==> config.mk <==
export PLATFORM = sky130hd
export DESIGN_NAME = ex_mc_sequencer_flat
export DESIGN_NICKNAME = d
export VERILOG_FILES = /design/src/rtl/ex_mc_sequencer_pkg.sv /design/src/rtl/ex_mc_sequencer_if.sv /design/src/rtl/ex_mc_sequencer_lat_counter.sv /design/src/rtl/ex_mc_sequencer.sv /design/src/flat_wrapper.sv
export SDC_FILE = /design/constraint.sdc
export NUM_CORES = 1
export LEC_CHECK = 0
export CELL_PAD_IN_SITES_DETAIL_PLACEMENT = 0
export CELL_PAD_IN_SITES_GLOBAL_PLACEMENT = 1
export CORE_MARGIN = 4
export CORE_UTILIZATION = 36
export CTS_BUF_LIST = sky130_fd_sc_hd__clkbuf_2 sky130_fd_sc_hd__clkbuf_4 sky130_fd_sc_hd__clkbuf_8
export CTS_CLUSTER_SIZE = 20
export DETAILED_ROUTE_END_ITERATION = 16
export PLACE_DENSITY = 0.84
export REMOVE_ABC_BUFFERS = 1
export SLEW_MARGIN = 0
export SYNTH_ARGS = -nofsm -noshare
export SYNTH_HDL_FRONTEND = slang
export SYNTH_HIERARCHICAL = 1
export SYNTH_SLANG_ARGS = --single-unit
==> constraint.sdc <==
create_clock -name clk -period 2.5 [get_ports clk]
set_input_delay 0.375 -clock clk [delete_from_list [all_inputs] [get_ports clk]]
set_output_delay 0.375 -clock clk [all_outputs]
set_load 0.01 [all_outputs]
==> src/rtl/ex_mc_sequencer_pkg.sv <==
// Shared types and default FPU op map for the EX-stage multi-cycle sequencer.
package ex_mc_sequencer_pkg;

  typedef enum logic [1:0] {
    S_IDLE = 2'd0,
    S_RUN  = 2'd1,
    S_HOLD = 2'd2
  } state_e;

  typedef enum logic [2:0] {
    OP_ITOF = 3'd0,
    OP_FTOI = 3'd1,
    OP_FNEG = 3'd2,
    OP_FADD = 3'd3,
    OP_FSUB = 3'd4,
    OP_FMUL = 3'd5,
    OP_FDIV = 3'd6,
    OP_RSVD = 3'd7
  } fpu_op_e;

  // One nibble per opcode, opcode 0 in the least significant nibble.
  localparam logic [31:0] DEF_LAT_TABLE = 32'h0646_6066;
  // Only fdiv reports a meaningful exception (division by zero).
  localparam logic [7:0]  DEF_EXC_MASK  = 8'b0100_0000;

endpackage

==> src/rtl/ex_mc_sequencer_if.sv <==
// Issue / FU / result handshake bundle between the EX stage and the sequencer.
interface ex_mc_sequencer_if #(
  parameter int DATA_W = 32,
  parameter int OP_W   = 3,
  parameter int TAG_W  = 4
);
  logic              issue_valid;
  logic              issue_ready;
  logic [OP_W-1:0]   issue_op;
  logic [TAG_W-1:0]  issue_tag;
  logic [DATA_W-1:0] fu_result;
  logic              fu_exc;
  logic              fu_aclr;
  logic              busy;
  logic              res_valid;
  logic              res_ready;
  logic [DATA_W-1:0] res_data;
  logic [TAG_W-1:0]  res_tag;
  logic              res_exc;

  modport master (
    output issue_valid, issue_op, issue_tag, fu_result, fu_exc, res_ready,
    input  issue_ready, fu_aclr, busy, res_valid, res_data, res_tag, res_exc
  );

  modport slave (
    input  issue_valid, issue_op, issue_tag, fu_result, fu_exc, res_ready,
    output issue_ready, fu_aclr, busy, res_valid, res_data, res_tag, res_exc
  );
endinterface

==> src/rtl/ex_mc_sequencer_lat_counter.sv <==
// Down-counter that times the RUN phase; last_o marks the capture edge.
module ex_mc_sequencer_lat_counter #(
  parameter int LAT_W = 4
) (
  input  logic             clk,
  input  logic             rst,
  input  logic             clr_i,
  input  logic             load_i,
  input  logic [LAT_W-1:0] load_val_i,
  input  logic             dec_i,
  output logic             last_o
);

  logic [LAT_W-1:0] cnt_q;
  logic [LAT_W-1:0] cnt_d;

  // Decrement is gated on a non-zero count so the counter can never wrap.
  always_comb begin
    cnt_d = cnt_q;
    if (clr_i)
      cnt_d = '0;
    else if (load_i)
      cnt_d = load_val_i;
    else if (dec_i && (cnt_q != '0))
      cnt_d = cnt_q - 1'b1;
  end

  always_ff @(posedge clk or negedge rst) begin
    if (!rst)
      cnt_q <= '0;
    else
      cnt_q <= cnt_d;
  end

  assign last_o = (cnt_q == LAT_W'(1));

endmodule

==> src/rtl/ex_mc_sequencer.sv <==
// Multi-cycle EX sequencer: per-opcode latency, result capture/hold and pipeline stall.
module ex_mc_sequencer
  import ex_mc_sequencer_pkg::*;
#(
  parameter int                          DATA_W    = 32,
  parameter int                          OP_W      = 3,
  parameter int                          TAG_W     = 4,
  parameter int                          LAT_W     = 4,
  parameter logic [(2**OP_W)*LAT_W-1:0]  LAT_TABLE = DEF_LAT_TABLE,
  parameter logic [(2**OP_W)-1:0]        EXC_MASK  = DEF_EXC_MASK
) (
  input  logic              clk,
  input  logic              rst,
  input  logic              flush,
  ex_mc_sequencer_if.slave  bus
);

  // Table fields are LAT_W wide, so every entry is already within MAX_LAT.
  function automatic logic [LAT_W-1:0] lat_of(input logic [OP_W-1:0] op);
    return LAT_TABLE[int'(op)*LAT_W +: LAT_W];
  endfunction

  state_e            state_q, state_d;
  logic [OP_W-1:0]   op_q;
  logic [TAG_W-1:0]  tag_q;
  logic [DATA_W-1:0] res_data_q;
  logic [TAG_W-1:0]  res_tag_q;
  logic              res_exc_q;
  logic              aclr_q;

  logic              issue_ready_c;
  logic              busy_c;
  logic              accept;
  logic [LAT_W-1:0]  new_lat;
  logic              new_zero;
  logic              last;
  logic              capture;
  logic [TAG_W-1:0]  cap_tag;
  logic              cap_exc;
  logic              aclr_d;

  ex_mc_sequencer_lat_counter #(
    .LAT_W (LAT_W)
  ) u_cnt (
    .clk        (clk),
    .rst        (rst),
    .clr_i      (flush),
    .load_i     (accept && !new_zero),
    .load_val_i (new_lat),
    .dec_i      (state_q == S_RUN),
    .last_o     (last)
  );

  always_ff @(posedge clk or negedge rst) begin
    if (!rst)
      state_q <= S_IDLE;
    else
      state_q <= state_d;
  end

  // Flush wins over everything, including a drain or a capture on the same edge.
  always_comb begin
    state_d = state_q;
    if (flush) begin
      state_d = S_IDLE;
    end else begin
      case (state_q)
        S_IDLE: if (accept) state_d = new_zero ? S_HOLD : S_RUN;
        S_RUN:  if (last)   state_d = S_HOLD;
        S_HOLD: begin
          if (accept)
            state_d = new_zero ? S_HOLD : S_RUN;
          else if (bus.res_ready)
            state_d = S_IDLE;
        end
        default: state_d = S_IDLE;
      endcase
    end
  end

  always_comb begin
    issue_ready_c = !flush && ((state_q == S_IDLE) ||
                               ((state_q == S_HOLD) && bus.res_ready));
    busy_c        = (state_q == S_RUN) || ((state_q == S_HOLD) && !bus.res_ready);
    accept        = bus.issue_valid && issue_ready_c;
    new_lat       = lat_of(bus.issue_op);
    new_zero      = (new_lat == '0);
    capture       = 1'b0;
    cap_tag       = tag_q;
    cap_exc       = 1'b0;
    if (accept && new_zero) begin
      capture = 1'b1;
      cap_tag = bus.issue_tag;
      cap_exc = bus.fu_exc && EXC_MASK[bus.issue_op];
    end else if ((state_q == S_RUN) && last && !flush) begin
      capture = 1'b1;
      cap_exc = bus.fu_exc && EXC_MASK[op_q];
    end
    aclr_d = (flush && (state_q == S_RUN)) || (capture && cap_exc);
  end

  always_ff @(posedge clk or negedge rst) begin
    if (!rst) begin
      op_q       <= '0;
      tag_q      <= '0;
      res_data_q <= '0;
      res_tag_q  <= '0;
      res_exc_q  <= 1'b0;
      aclr_q     <= 1'b0;
    end else begin
      if (accept) begin
        op_q  <= bus.issue_op;
        tag_q <= bus.issue_tag;
      end
      if (flush) begin
        res_exc_q <= 1'b0;
      end else if (capture) begin
        res_data_q <= bus.fu_result;
        res_tag_q  <= cap_tag;
        res_exc_q  <= cap_exc;
      end
      aclr_q <= aclr_d;
    end
  end

  assign bus.issue_ready = issue_ready_c;
  assign bus.busy        = busy_c;
  assign bus.res_valid   = (state_q == S_HOLD);
  assign bus.res_data    = res_data_q;
  assign bus.res_tag     = res_tag_q;
  assign bus.res_exc     = res_exc_q;
  assign bus.fu_aclr     = aclr_q;

endmodule

==> src/flat_wrapper.sv <==
// flat-port wrapper written by rule: the top's interface ports become plain ports
module ex_mc_sequencer_flat import ex_mc_sequencer_pkg::*;
#(
  parameter int                          DATA_W    = 32,
  parameter int                          OP_W      = 3,
  parameter int                          TAG_W     = 4,
  parameter int                          LAT_W     = 4,
  parameter logic [(2**OP_W)*LAT_W-1:0]  LAT_TABLE = DEF_LAT_TABLE,
  parameter logic [(2**OP_W)-1:0]        EXC_MASK  = DEF_EXC_MASK
)
  (clk, rst, flush, bus_issue_valid, bus_issue_op, bus_issue_tag, bus_fu_result, bus_fu_exc, bus_res_ready, bus_issue_ready, bus_fu_aclr, bus_busy, bus_res_valid, bus_res_data, bus_res_tag, bus_res_exc);
  ex_mc_sequencer_if #(.DATA_W(DATA_W), .OP_W(OP_W), .TAG_W(TAG_W)) bus_i ();
  input  logic clk;
  input  logic rst;
  input  logic flush;
  input wire logic [$bits(bus_i.issue_valid)-1:0] bus_issue_valid;
  input wire logic [$bits(bus_i.issue_op)-1:0] bus_issue_op;
  input wire logic [$bits(bus_i.issue_tag)-1:0] bus_issue_tag;
  input wire logic [$bits(bus_i.fu_result)-1:0] bus_fu_result;
  input wire logic [$bits(bus_i.fu_exc)-1:0] bus_fu_exc;
  input wire logic [$bits(bus_i.res_ready)-1:0] bus_res_ready;
  output wire logic [$bits(bus_i.issue_ready)-1:0] bus_issue_ready;
  output wire logic [$bits(bus_i.fu_aclr)-1:0] bus_fu_aclr;
  output wire logic [$bits(bus_i.busy)-1:0] bus_busy;
  output wire logic [$bits(bus_i.res_valid)-1:0] bus_res_valid;
  output wire logic [$bits(bus_i.res_data)-1:0] bus_res_data;
  output wire logic [$bits(bus_i.res_tag)-1:0] bus_res_tag;
  output wire logic [$bits(bus_i.res_exc)-1:0] bus_res_exc;
  assign bus_i.issue_valid = bus_issue_valid;
  assign bus_i.issue_op = bus_issue_op;
  assign bus_i.issue_tag = bus_issue_tag;
  assign bus_i.fu_result = bus_fu_result;
  assign bus_i.fu_exc = bus_fu_exc;
  assign bus_i.res_ready = bus_res_ready;
  assign bus_issue_ready = bus_i.issue_ready;
  assign bus_fu_aclr = bus_i.fu_aclr;
  assign bus_busy = bus_i.busy;
  assign bus_res_valid = bus_i.res_valid;
  assign bus_res_data = bus_i.res_data;
  assign bus_res_tag = bus_i.res_tag;
  assign bus_res_exc = bus_i.res_exc;
  ex_mc_sequencer #(.DATA_W(DATA_W), .OP_W(OP_W), .TAG_W(TAG_W), .LAT_W(LAT_W), .LAT_TABLE(LAT_TABLE), .EXC_MASK(EXC_MASK)) u_core (.clk(clk), .rst(rst), .flush(flush), .bus(bus_i));
endmodule
==> results of run 1 <==
## critical path, stage by stage
cell and delay, ns:
clkdlybuf4s50_1 0.43, or2_1 0.25, nor2_1 0.14, clkdlybuf4s50_1 0.57
## cell families after synthesis
group	after synthesis	share of synthesized area
AO/OA/AOI/OAI	16	0.05449
buffers and inverters	10	0.02724
flip-flops	51	0.5449
multiplexers	44	0.2569
other	1	0.001601
adder cells (fa/ha/maj)	3	0.01603
AND/OR/NAND/NOR	36	0.09508
XOR/XNOR	1	0.003740
## metrics by stage
stage	power [µW]	cell area [µm²]	instances	util	worst slack, ns
floorplan	1966	2305	159	-	0.2500
global placement	2733	3324	328	0.5235	0.3467
detailed placement	2747	3324	328	0.5235	0.2959
CTS	3300	3428	336	0.5399	0.3314
global route	3465	3428	336	0.5399	0.2903
finish	3249	3428	336	0.5399	0.3549
## sequential cells by signal, indices dropped and copies added, names as in the netlist
name / cells
u_core/bus.fu_aclr: 1
u_core/bus.res_data: 32
u_core/bus.res_exc: 1
u_core/bus.res_tag: 4
u_core/op_q: 3
u_core/state_q: 2
u_core/tag_q: 4
u_core/u_cnt/cnt_q: 4
## how the worst max path moves through the flow
| stage | endpoint | slack [ns] | cells after the start |
|---|---|---|---|
| after floorplan | u_core/bus.res_data[0] | 0.25 | 6 |
| after global placement | u_core/bus.res_data[0] | 0.35 | 6 |
| after detailed placement | u_core/u_cnt/cnt_q[1] | 0.30 | 8 |
| after CTS | bus_issue_ready | 0.33 | 4 |
| after global routing | u_core/bus.res_data[14] | 0.29 | 7 |
| final | bus_issue_ready | 0.35 | 4 |
## area by class of cell
cell class / count / area share
sequential: 51 / 0.3723
multi-input combinational: 102 / 0.2934
timing repair buffer: 92 / 0.2693
clock buffer: 8 / 0.03029
tap: 77 / 0.02810
inverter: 6 / 0.006569
## where the power goes
group | leakage [µW] | switching [µW] | internal, µW | total, µW
Clock | 0.0000549 | 259 | 264 | 523
Combinational | 0.000858 | 467 | 934 | 1400
Sequential | 0.000624 | 185 | 1140 | 1330
Total | 0.00154 | 911 | 2340 | 3250
## synthesized netlist by cell type, types with 3 or more instances
master,count
nor3b_1,3
ha_1,3
inv_1,6
mux2i_1,5
dfrtp_1,51
nor2b_1,3
mux2_4,30
nor2_1,6
buf_6,3
o21ai_0,5
nand2_1,10
mux2_2,9
## routing by layer
| metal | wire (µm) | global-route usage | share of wire | up-vias |
|---|---|---|---|---|
| li1 | - | - | - | 756 |
| met1 | 2202 | 0.1774 | 0.43 | 742 |
| met2 | 2180 | 0.2132 | 0.42 | 75 |
| met3 | 708 | 0.08752 | 0.14 | 4 |
| met4 | 43 | 0.03297 | 0.0084 | 0 |
| met5 | 0 | 0 | 0 | - |
## cells in the final DEF, fill, tap and decap left out, drive strengths merged, types with 2 or more instances in the layout
master         Yosys  final
clkdlybuf4s50      0     84
dfrtp             51     51
mux2              39     39
nand2             10     10
clkbuf             0      8
buf                4      8
nor2               7      7
inv                6      6
o21ai              5      5
mux2i              5      5
nor3b              4      4
nor2b              3      3
ha                 3      3
a21oi              2      2
nand2b             2      2
nand4              2      2
nand3              2      2
conb               1      2
==> impl_metrics.env, run 1 <==
export IMPL_outcome="finished clean"
export IMPL_routed_via_count=1577
export IMPL_globalRouteOverflowTotal=0
export IMPL_worst_hold_path_type="input port to async pin"
export IMPL_synth_cell_type_count=36
export IMPL_final_net_count=306
export IMPL_synth_warnings=6
export IMPL_final_setup_skew_ns=0.003215
export IMPL_clk_slew_on_worst_s_h_paths_ns=0.09
export IMPL_coreArea_um2=6350
export IMPL_fill_cells=535
export IMPL_drc_errors=0
export IMPL_die_x_um=88.66
export IMPL_cp_end_kind="primary output"
export IMPL_tritoncts_num_buffers=5
export IMPL_ctsRootBufferMaster="clkbuf_8"
export IMPL_globalplace_congestion=0.8021
export IMPL_grt_setup_unrepaired="false"
export IMPL_final_antenna_net_count=0
export IMPL_hold_viol=0
export IMPL_cts_hold_buf=0
export IMPL_grt_pass1_vias=1798
export IMPL_grt_use_total=0.1431
export IMPL_regToRegStartpoint="u_core/u_cnt/cnt_q[1]"
export IMPL_drtIter0Drc=59
export IMPL_detailedRoute_firstPassIterationCount=4
export IMPL_multiInputGateArea_um2=1006
export IMPL_finalCriticalPeriod_ns=2.145
export IMPL_grt_first_pass_wirelength_mm=8.707
export IMPL_synth_top_cells_by_area="dfrtp_1 54%, mux2_4 19%, mux2_2 4.3%"
export IMPL_pin_count=86
export IMPL_rr_worst_depth=7
export IMPL_required_ns=2.12
export IMPL_cts_tree="done"
export IMPL_netlist_area_leader_share=0.5449
export IMPL_h_tree_depth=2
export IMPL_design_die_area_um2=7861
export IMPL_chipHeight_um=88.66
export IMPL_powerDensity_nw_per_um2=947.8
export IMPL_hold_slack_ns=0.07315
export IMPL_timing_rr_end="u_core/bus.res_data[2]"
export IMPL_yosysSeqAreaShare=0.5449
export IMPL_antenna_cells_inserted=0
export IMPL_ys_ff_latch=51
export IMPL_synth_edff_count=0
export IMPL_post_dp_hpwl_mm=3.857
export IMPL_report_final_slew_viol_count=0
export IMPL_antenna_found_initial=0
export IMPL_number_of_input_and_output_port_buffers_inserted=85
export IMPL_vdd_ir_drop_worst_mv=0.5348
export IMPL_path_class="input port to primary output"
export IMPL_register_area_um2=1276
export IMPL_finalSetupTns_ns=0
export IMPL_slew_headroom=0.6101
export IMPL_grt_start_max_net_pins=33
export IMPL_max_cap_violations=0
export IMPL_crit_start="flush"
export IMPL_vias_per_cell=4.693
export IMPL_clock_path_buffers=2
export IMPL_cts_num_sinks=51
export IMPL_worst_endpoint_arrival_ns=1.77
export IMPL_post_route_cells_drive_above_1_share=0.2317
export IMPL_cts_post_setup_buffers_inserted=0
export IMPL_setup_viol=0
export IMPL_timing_final_crit_share=0.8581
export IMPL_async_reset_ff_frac=1.000
export IMPL_p_leak_uw=0.001537
export IMPL_reg2reg_slack_ns=0.46
export IMPL_synthCells=162
export IMPL_detail_route_wirelength_mm=5.135
export IMPL_routedWlPerCell_um=15.28
export IMPL_flow_area_growth_from_synthesis_pct=46.37
export IMPL_cp_start_kind="input port"
export IMPL_leading_area_contributor_after_synthesis="dfrtp_1"
export IMPL_cts_resized=0
export IMPL_clk_latency_ns=0.29
export IMPL_fmaxAchievable_mhz=466.2
export IMPL_synth_avg_cell_area_um2=14.46
export IMPL_initial_core_util=0.3689
export IMPL_top_ff_cell_synth="dfrtp_1"
export IMPL_crit_fanout=3
export IMPL_fp_row_count=29
export IMPL_synthesis_area_um2=2342
export IMPL_timing_worst_slew_pin_value_ns=0.5848
Note: power is estimated with default switching activity, not from simulation.
==> run 2: changes to the inputs <==
Settings changed: SLEW_MARGIN 0 to not set.
==> results of run 2 <==
The final DEF is identical to that of run 1; final timing and power are the same.
==> patch: new RTL, config.mk and constraints of run 1 <==
Encoding of `state_e`: now one-hot (3 bits for 3 states).
--- a/src/rtl/ex_mc_sequencer_pkg.sv
+++ b/src/rtl/ex_mc_sequencer_pkg.sv
@@ -2,8 +2,8 @@
 package ex_mc_sequencer_pkg;
 
-  typedef enum logic [1:0] {
-    S_IDLE = 2'd0,
-    S_RUN  = 2'd1,
-    S_HOLD = 2'd2
+  typedef enum logic [2:0] {
+    S_IDLE = 3'b001,
+    S_RUN  = 3'b010,
+    S_HOLD = 3'b100
   } state_e;
 
Function: no difference found for any inputs over 10 cycles, from zero or initial values and one cycle with rst low; not proved beyond that.
==> patch against run 1 <==
Utilization grew 1.9 points; wire length grew 0.53%; critical path depth shrank 1; total power shrank 15%; sequential cell count grew 1; worst setup slack gained 0.0023 ns; design area shrank 0.62%; count of clock-buffer cells in the layout shrank 2; area after synthesis shrank 1.1%; die area shrank 1.0%; clock power grew 16%; via count grew 2.4%; sequential share of layout area grew 1.0 points; largest power group is now sequential cells; highest routed layer unchanged.
==> patch: results (changes against run 1) <==
CTS_INSERTED_BUFFERS=5  # unchanged
ROUTE.FINAL.WIRE_LENGTH_UM=5160  # +0.53%
SYN_INST=163  # +0.62%
LAYOUT.CLOCK_BUFFERS=6  # -2
LEAKAGEPOWER_nW=1.43  # -6.7%
CP-ENDPOINT='bus_busy'
ROUTABILITYCONGESTION=0.756  # -5.7%
NETLIST_TOP_CELLS_AREA='sky130_fd_sc_hd__dfrtp_1, sky130_fd_sc_hd__mux2_2, sky130_fd_sc_hd__mux2_1'
PLACE.DETAILED.INSTANCES=327  # -0.30%
WORST_R2R_PATH_DEPTH=8  # +1
NUMBER_OF_FILLERS_IN_THE_FINAL_LAYOUT=539  # +0.75%
WORST-R2R-SETUP-SLACK_NS=0.51  # +0.05 ns
CLOCK_SKEW_NS=0.00726  # +0.00404 ns
ROW_COUNT=28  # -3.4%
HPWL_UM=3870  # +0.32%
YOSYS.CELL_TYPES.COUNT=41  # +14%
NONCLOCKINVERTERCOUNT=4  # -2
HOLDWS_NS=0.172  # +0.0991 ns
OUTCOME='finished clean'
NON_CLOCK_BUFFER_CONTRIBUTION_TO_TOTAL_CELL_AREA_PCT=26.7  # -0.20 points
SYNTH_SEQ_AREA_SHARE_PCT=56.2  # +1.8 points
CRITICAL_PATH.REG2REG.ENDPOINT='u_core/bus.res_data[21]'
GRT_START_MAX_NET_PINS=53  # +61%
MAXSLEWHEADROOM_PCT=56.6  # -4.5 points
GLOBAL_ROUTE_WIRE_LENGTH_BEFORE_REPAIR_UM=8170  # -6.2%
NUM-MULTI-INPUT-GATES=104  # +2.0%
PRECTSSETUPSLACK_NS=0.247  # -0.0493 ns
FINISH.CELL_COUNT_WITHOUT_FILLERS=335  # -0.30%
DRT-VIAS-PER-INSTANCE=4.82  # +2.7%
GRTUSAGETOTAL_PCT=13.9  # -0.39 points
REGAREA_SQ_UM=1300  # +2.1%
DETAILEDROUTE.FIRSTITERATIONVIOLATIONS=53  # -10%
CTS.SINKS=52  # +2.0%
PATH_MAX_FANOUT=5  # +2
VDD_IR_DROP_MAX_uV=552  # +3.2%
CRIT_FAMILY='buffers and inverters'
CLOCK_CELL_AREA_SHARE_PCT=3.56  # +0.53 points
FINALNETCOUNT=307  # +0.33%
PLACE_AREA_SQ_UM=3290  # -1.2%
TIMING.CRITICAL_PATH.SLOWEST_CELL_DELAY_NS=0.53  # -0.04 ns
FMAX_MHz=467  # +0.11%
INSERTION_DELAY_NS=0.31  # +0.02 ns
SYNTH_TOP_CELLS_BY_COUNT='sky130_fd_sc_hd__dfrtp_1, sky130_fd_sc_hd__mux2_2, sky130_fd_sc_hd__mux2_1'
FINAL_CELL_AREA_SQ_UM=3410  # -0.62%
MULTI_INPUT_AREA_SHARE_PCT=28.2  # -1.1 points
[patch: kinds of logic (layout without fill, tap and decap cells)]
logic type,Yosys count,after routing,share of synthesized area [%]
simple gates,33,33,9.62
other cells,1,2,0.162
flops,52,52,56.2
mux,48,48,23.3
fa+ha+maj,3,3,1.62
compound gates,17,17,6.32
buf+inv,8,104,2.38
xor+xnor,1,1,0.378
[patch: power breakdown]
part	switching (W)	total, W	leakage [nW]	internal (W)
sequential	0.000117	0.00120	0.639	0.00108
combinational	0.000348	0.000971	0.734	0.000623
clock	0.000279	0.000607	0.0614	0.000327
[patch: per-layer routing]
layer / part of all wire [%] / GRT usage, % / vias to the layer above
met5: 0 / 0 / -
li1: - / - / 780
met2: 51 / 24.1 / 42
met4: 1.7 / 5.08 / 0
met1: 42 / 17.0 / 787
met3: 5.3 / 3.10 / 6
